<file path="src/rtl/mem_copy_if.sv">
// mem_copy_if: groups the controller handshake and the RAM port of mem_copy.
//   start/src/dst/len : copy request from the system controller
//   busy/done         : transfer status back to the controller
//   mem_cs/mem_write/mem_addr/mem_wdata : strobes toward the single-port RAM
//   mem_rdata         : RAM read data, valid the cycle after a read strobe
// Modport master is the copy engine; slave is the controller/RAM side.
interface mem_copy_if #(
  parameter int A = 10,
  parameter int D = 8
);
  logic         start;
  logic [A-1:0] src;
  logic [A-1:0] dst;
  logic [A:0]   len;
  logic         busy;
  logic         done;
  logic         mem_cs;
  logic         mem_write;
  logic [A-1:0] mem_addr;
  logic [D-1:0] mem_wdata;
  logic [D-1:0] mem_rdata;

  modport master (
    input  start, src, dst, len, mem_rdata,
    output busy, done, mem_cs, mem_write, mem_addr, mem_wdata
  );

  modport slave (
    output start, src, dst, len, mem_rdata,
    input  busy, done, mem_cs, mem_write, mem_addr, mem_wdata
  );
endinterface

</file>
<file path="src/rtl/mem_copy.sv">
// mem_copy: copies len words from src.. to dst.. inside one single-port RAM,
// one word at a time (read, latch, write), ascending, addresses wrapping
// modulo 2^A.
// Ports:
//   clk   : system clock, rising edge
//   reset : synchronous, active-high
//   bus   : mem_copy_if.master (controller handshake + RAM port)
//
// state | meaning
// ------+-------------------------------------------------------------
// IDLE  | waiting for start; all outputs low/zero
// READ  | read strobe at src+i
// LATCH | RAM returns data; captured into buffer at end of cycle
// WRITE | write strobe of buffer to dst+i; advance i
// DONE  | one-cycle completion pulse
module mem_copy #(
  parameter int A = 10,
  parameter int D = 8
) (
  input logic         clk,
  input logic         reset,
  mem_copy_if.master  bus
);

  typedef enum logic [2:0] {
    IDLE  = 3'd0,
    READ  = 3'd1,
    LATCH = 3'd2,
    WRITE = 3'd3,
    DONE  = 3'd4
  } state_e;

  state_e       state_q, state_d;
  logic [A-1:0] src_q, src_d;
  logic [A-1:0] dst_q, dst_d;
  logic [A:0]   len_q, len_d;
  logic [A:0]   idx_q, idx_d;
  logic [D-1:0] buf_q, buf_d;

  logic [A:0]   idx_inc;

  // idx never exceeds len-1, so idx+1 fits in A+1 bits.
  assign idx_inc = idx_q + 1'b1;

  always_ff @(posedge clk) begin
    if (reset) begin
      state_q <= IDLE;
      src_q   <= '0;
      dst_q   <= '0;
      len_q   <= '0;
      idx_q   <= '0;
      buf_q   <= '0;
    end else begin
      state_q <= state_d;
      src_q   <= src_d;
      dst_q   <= dst_d;
      len_q   <= len_d;
      idx_q   <= idx_d;
      buf_q   <= buf_d;
    end
  end

  always_comb begin
    state_d       = state_q;
    src_d         = src_q;
    dst_d         = dst_q;
    len_d         = len_q;
    idx_d         = idx_q;
    buf_d         = buf_q;
    bus.busy      = 1'b0;
    bus.done      = 1'b0;
    bus.mem_cs    = 1'b0;
    bus.mem_write = 1'b0;
    bus.mem_addr  = '0;
    bus.mem_wdata = '0;

    unique case (state_q)
      IDLE: begin
        if (bus.start) begin
          src_d   = bus.src;
          dst_d   = bus.dst;
          len_d   = bus.len;
          idx_d   = '0;
          state_d = (bus.len != '0) ? READ : DONE;
        end
      end
      READ: begin
        bus.busy     = 1'b1;
        bus.mem_cs   = 1'b1;
        // Low A bits of the index give modulo-2^A wrap for free.
        bus.mem_addr = src_q + idx_q[A-1:0];
        state_d      = LATCH;
      end
      LATCH: begin
        bus.busy = 1'b1;
        buf_d    = bus.mem_rdata;
        state_d  = WRITE;
      end
      WRITE: begin
        bus.busy      = 1'b1;
        bus.mem_cs    = 1'b1;
        bus.mem_write = 1'b1;
        bus.mem_addr  = dst_q + idx_q[A-1:0];
        bus.mem_wdata = buf_q;
        idx_d         = idx_inc;
        state_d       = (idx_inc < len_q) ? READ : DONE;
      end
      DONE: begin
        bus.done = 1'b1;
        state_d  = IDLE;
      end
      default: state_d = IDLE;
    endcase
  end

endmodule

</file>
<file path="src/flat_wrapper.sv">
// flat-port wrapper written by rule: the top's interface ports become plain ports
module mem_copy_flat 
#(
  parameter int A = 10,
  parameter int D = 8
)
  (clk, reset, bus_start, bus_src, bus_dst, bus_len, bus_mem_rdata, bus_busy, bus_done, bus_mem_cs, bus_mem_write, bus_mem_addr, bus_mem_wdata);
  mem_copy_if #(.A(A), .D(D)) bus_i ();
  input logic clk;
  input logic reset;
  input wire logic [$bits(bus_i.start)-1:0] bus_start;
  input wire logic [$bits(bus_i.src)-1:0] bus_src;
  input wire logic [$bits(bus_i.dst)-1:0] bus_dst;
  input wire logic [$bits(bus_i.len)-1:0] bus_len;
  input wire logic [$bits(bus_i.mem_rdata)-1:0] bus_mem_rdata;
  output wire logic [$bits(bus_i.busy)-1:0] bus_busy;
  output wire logic [$bits(bus_i.done)-1:0] bus_done;
  output wire logic [$bits(bus_i.mem_cs)-1:0] bus_mem_cs;
  output wire logic [$bits(bus_i.mem_write)-1:0] bus_mem_write;
  output wire logic [$bits(bus_i.mem_addr)-1:0] bus_mem_addr;
  output wire logic [$bits(bus_i.mem_wdata)-1:0] bus_mem_wdata;
  assign bus_i.start = bus_start;
  assign bus_i.src = bus_src;
  assign bus_i.dst = bus_dst;
  assign bus_i.len = bus_len;
  assign bus_i.mem_rdata = bus_mem_rdata;
  assign bus_busy = bus_i.busy;
  assign bus_done = bus_i.done;
  assign bus_mem_cs = bus_i.mem_cs;
  assign bus_mem_write = bus_i.mem_write;
  assign bus_mem_addr = bus_i.mem_addr;
  assign bus_mem_wdata = bus_i.mem_wdata;
  mem_copy #(.A(A), .D(D)) u_core (.clk(clk), .reset(reset), .bus(bus_i));
endmodule
</file>
<file path="config.mk">
export PLATFORM = sky130hd
export DESIGN_NAME = mem_copy_flat
export DESIGN_NICKNAME = d
export VERILOG_FILES = /design/src/rtl/mem_copy_if.sv /design/src/rtl/mem_copy.sv /design/src/flat_wrapper.sv
export SDC_FILE = /design/constraint.sdc
export NUM_CORES = 1
export LEC_CHECK = 0
export ABC_AREA = 1
export CAP_MARGIN = 25
export CORE_MARGIN = 2
export CORE_UTILIZATION = 45
export CTS_BUF_LIST = sky130_fd_sc_hd__clkbuf_8
export DETAILED_ROUTE_END_ITERATION = 7
export GPL_TIMING_DRIVEN = 0
export MAX_ROUTING_LAYER = met4
export PLACE_DENSITY_LB_ADDON = 0.1
export SETUP_SLACK_MARGIN = 0.2
export SYNTH_ARGS = -nofsm -noshare
export SYNTH_HDL_FRONTEND = slang
export SYNTH_SLANG_ARGS = --single-unit
</file>
<file path="constraint.sdc">
create_clock -name clk -period 7.19 [get_ports clk]
set_input_delay 1.438 -clock clk [delete_from_list [all_inputs] [get_ports clk]]
set_output_delay 1.438 -clock clk [all_outputs]
set_load 0.05 [all_outputs]
</file>
==> impl_metrics.csv <==
group,metric,value,unit
yosys,syn_area_per_cell,6.595,sq um
yosys,synth_compound_area_share,17.70,%
critical_path,cp-start-kind,"flop",
yosys,synth_warnings,0,
routing,drtIter0Drc,98,
clock_network,cts_root_buf,"clkbuf_8",
pwr,peakVddDrop,0.0001054,V
sta,setup_viol,0,
global_route,grt_pass1_wl,13.08,mm
yosys,yosys.area_share.simple,27.14,%
outcome,status,"finished, final reports clean",
pwr,p_sw,0.2685,mW
routing,topRoutingLayerUsed,"met4",
yosys,yosysUniqueCellTypes,32,
critical_path,cp-endpoint,"bus_mem_addr[9]",
sta,period_share,68.72,%
sta,finalClockSkew,0.004363,ns
sta,slew_headroom,65.14,%
clock_network,cts_inserted_buffers,5,
sta,tightest_slew,0.5213,ns
routing,drc_errors,0,
sta,setup_tns,0,ns
placement,gp_routability_congestion,0.8104,
floorplan,start_util,46.46,%
global_route,antenna_found_initial,0,
placement,placedCellCount,619,
critical_path,worstSetupPathType,"flop to primary output",
yosys,synth_edf_count,0,
clock_network,cts_resized,0,
worst_hold_path,worstHoldStart,"u_core.dst_q[5]$_SDFFE_PP0P_",
global_route,grt_max_degree,18,
sta,final.min_clock_period,4.941,ns
placement,io_buffers,63,
placement,dpl_cell_area,0.003870,sq mm
yosys,syn-instance-count,476,
yosys,synth_fa_ha_area_share,8.609,%
clock_network,clk_pin_slew_worst_paths,0.10,ns
clock_network,cts_setup_buffers,0,
clock_network,cts_max_path_buffers,2,
routing,viasPerCell,4.971,
yosys,syn_area,0.003139,sq mm
floorplan,die_x,87.53,microns
critical_path,cp_max_fo,10,
sta,timing_hold_violations_final,0,
final_layout,fin_area,0.003960,sq mm
yosys,synth_mux_area_share,0,%
final_layout,stdcell_count,627,
floorplan,ios,64,
final_layout,final_nets,609,
final_layout,layout-drive-gt1-share,6.033,%
pwr,switching_share,35.74,%
pwr,power,0.7511,mW
yosys,yosysSeqAreaShare,33.80,%
final_layout,final_common_cell,"nand2_1",
floorplan,core-area,0.006756,sq mm
routing,first_pass_iters,5,
yosys,async_reset_ff_share,0,%
routing,avgRoutedWirePerCell,12.37,microns
critical_path,r2r-start,"u_core.idx_q[0]$_SDFFE_PP0P_",
critical_path,cp.required,5.75,ns
final_layout,antenna_cells,0,
pwr,power.density,189.7,mW/mm^2
pwr,pwr-share-comb,31.3,%
worst_hold_path,hp-class,"flop to flop",
final_layout,mostFrequentLayoutCells,"nand2_1 (114), inv_1 (69), a21oi_1 (63), clkdlybuf4s50_1 (63), dfxtp_1 (53)",
yosys,syn_nets,539,
routing,wl_met1,3.801,mm
final_layout,fillers,679,
sta,rsz0062_at_grt,"no",
final_layout,area_growth,26.15,%
global_route,grtUsageTotal,22.42,%
routing,postRouteAntennaNets,0,
sta,fmax,0.2024,GHz
run,max-cap-violations,0,
pwr,p_seq_share,45.2,%
clock_network,cts.hold.buffers_added,0,
routing,dr_total_vias,3117,
pwr,internal-power,0.4827,mW
critical_path,startpoint,"u_core.state_q[2]$_SDFFE_PP0P_",
floorplan,die_h,87.53,microns
critical_path,end_kind,"primary output",
yosys,synth_ff_type,"dfxtp_1",
critical_path,critical_path_arrival,3.50,ns
pwr,power_leakage,1.707,nW
critical_path,regToRegEndpoint,"u_core.state_q[2]$_SDFFE_PP0P_",
worst_hold_path,whs_path_depth,2,
routing,wl_met2,3.598,mm
sta,drv_slew,0,
global_route,grt_pass1_vias,2826,
yosys,synthXorXnorAreaFrac,1.116,%
sta,timing.hold.ws,0.4518,ns
routing,wl,7.756,mm
floorplan,die-area,0.007661,sq mm
critical_path,r2r_cells,15,
clock_network,htreeDepth,2,
global_route,overflow,0,
placement,hpwl,6.165,mm
clock_network,cts_tree,"yes",
clock_network,cts.sinks,53,
pwr,clock_power_share,23.5,%
critical_path,r2r_slack,4.90,ns
yosys,ys_seq_elements,53,
floorplan,row_count,30,
routing,dr_wl_met3,267,microns
yosys,synth_top_family_by_area,"simple AND/OR/NAND/NOR gates",
clock_network,insertion_delay,0.32,ns
## power groups by stage
stage          combinational [mW]  clock, mW  sequential [mW]
6_report                    0.235      0.177            0.340
5_1_grt                     0.264      0.192            0.343
4_1_cts                     0.236      0.180            0.340
3_5_place_dp                0.235          0            0.346
3_3_place_gp                0.230          0            0.345
2_1_floorplan               0.160          0            0.343
## layout make-up
cell class | instances | area (sq um) | area share [%]
Buffer | 17 | 86.33 | 2.180
Clock buffer | 5 | 68.82 | 1.738
Clock inverter | 3 | 21.27 | 0.5371
Inverter | 73 | 279.0 | 7.046
Multi-Input combinational cell | 333 | 1713 | 43.25
Sequential cell | 53 | 1061 | 26.79
Tap cell | 80 | 100.1 | 2.528
Timing Repair Buffer | 63 | 630.6 | 15.92
## cells by family after synthesis
family / Yosys count
fa+ha+maj: 21
buf+inv: 90
compound gates: 108
simple gates: 200
xor+xnor: 4
flops: 53
## synthesized netlist by cell type, types with 2 or more instances
| cell | n | area (sq um) |
|---|---|---|
| nand2_1 | 114 | 427.9 |
| inv_1 | 69 | 259.0 |
| a21oi_1 | 63 | 315.3 |
| dfxtp_1 | 53 | 1061 |
| o21ai_0 | 38 | 190.2 |
| nor2_1 | 37 | 138.9 |
| nand3_1 | 31 | 155.2 |
| ha_1 | 20 | 250.2 |
| buf_2 | 9 | 45.04 |
| clkbuf_1 | 6 | 22.52 |
| nand4_1 | 6 | 37.54 |
| nor2_2 | 3 | 18.77 |
| o21ai_1 | 3 | 15.01 |
| xnor2_1 | 3 | 26.28 |
| inv_2 | 2 | 7.510 |
| nand2_4 | 2 | 22.52 |
| or2_2 | 2 | 12.51 |
## how the worst min path moves through the flow
| stage | end |
|---|---|
| finish | u_core.dst_q[5]$_SDFFE_PP0P_ |
| global route | u_core.dst_q[3]$_SDFFE_PP0P_ |
| CTS | u_core.dst_q[5]$_SDFFE_PP0P_ |
| detailed placement | u_core.dst_q[5]$_SDFFE_PP0P_ |
| global placement | u_core.dst_q[6]$_SDFFE_PP0P_ |
| floorplan | u_core.dst_q[5]$_SDFFE_PP0P_ |
## layer usage
metal | vias to the layer above | track usage, %
li1 | 1661 | -
met1 | 1380 | 29.20
met2 | 69 | 36.71
met3 | 7 | 2.938
met4 | 0 | 5.874
met5 | - | -
## registers in the layout, summed over array words and instances (netlist names)
name            cells
u_core.len_q       11
u_core.dst_q       10
u_core.src_q       10
u_core.state_q      3
u_core.idx_q       11
u_core.buf_q        8
## stage by stage
step           util, %  setup WS (ns)
2_1_floorplan        -          3.103
3_3_place_gp     57.28          2.652
4_1_cts          58.61          2.255
3_5_place_dp     57.28          2.626
5_1_grt          58.61          1.965
6_report         58.61          2.249
## worst max-delay path, cell delays in order (launching register included)
cell             delay [ns]
dfxtp_1                0.38
inv_2                  0.10
nand3_2                0.11
buf_6                  0.17
buf_2                  0.19
o21ai_0                0.35
ha_1                   0.37
a21oi_1                0.22
nand2_1                0.10
nand2_1                0.06
nand3_1                0.08
nand2_1                0.08
nand2_1                0.04
nor2_1                 0.13
clkdlybuf4s50_1        0.81
Note: power is estimated with default switching activity, not from simulation.
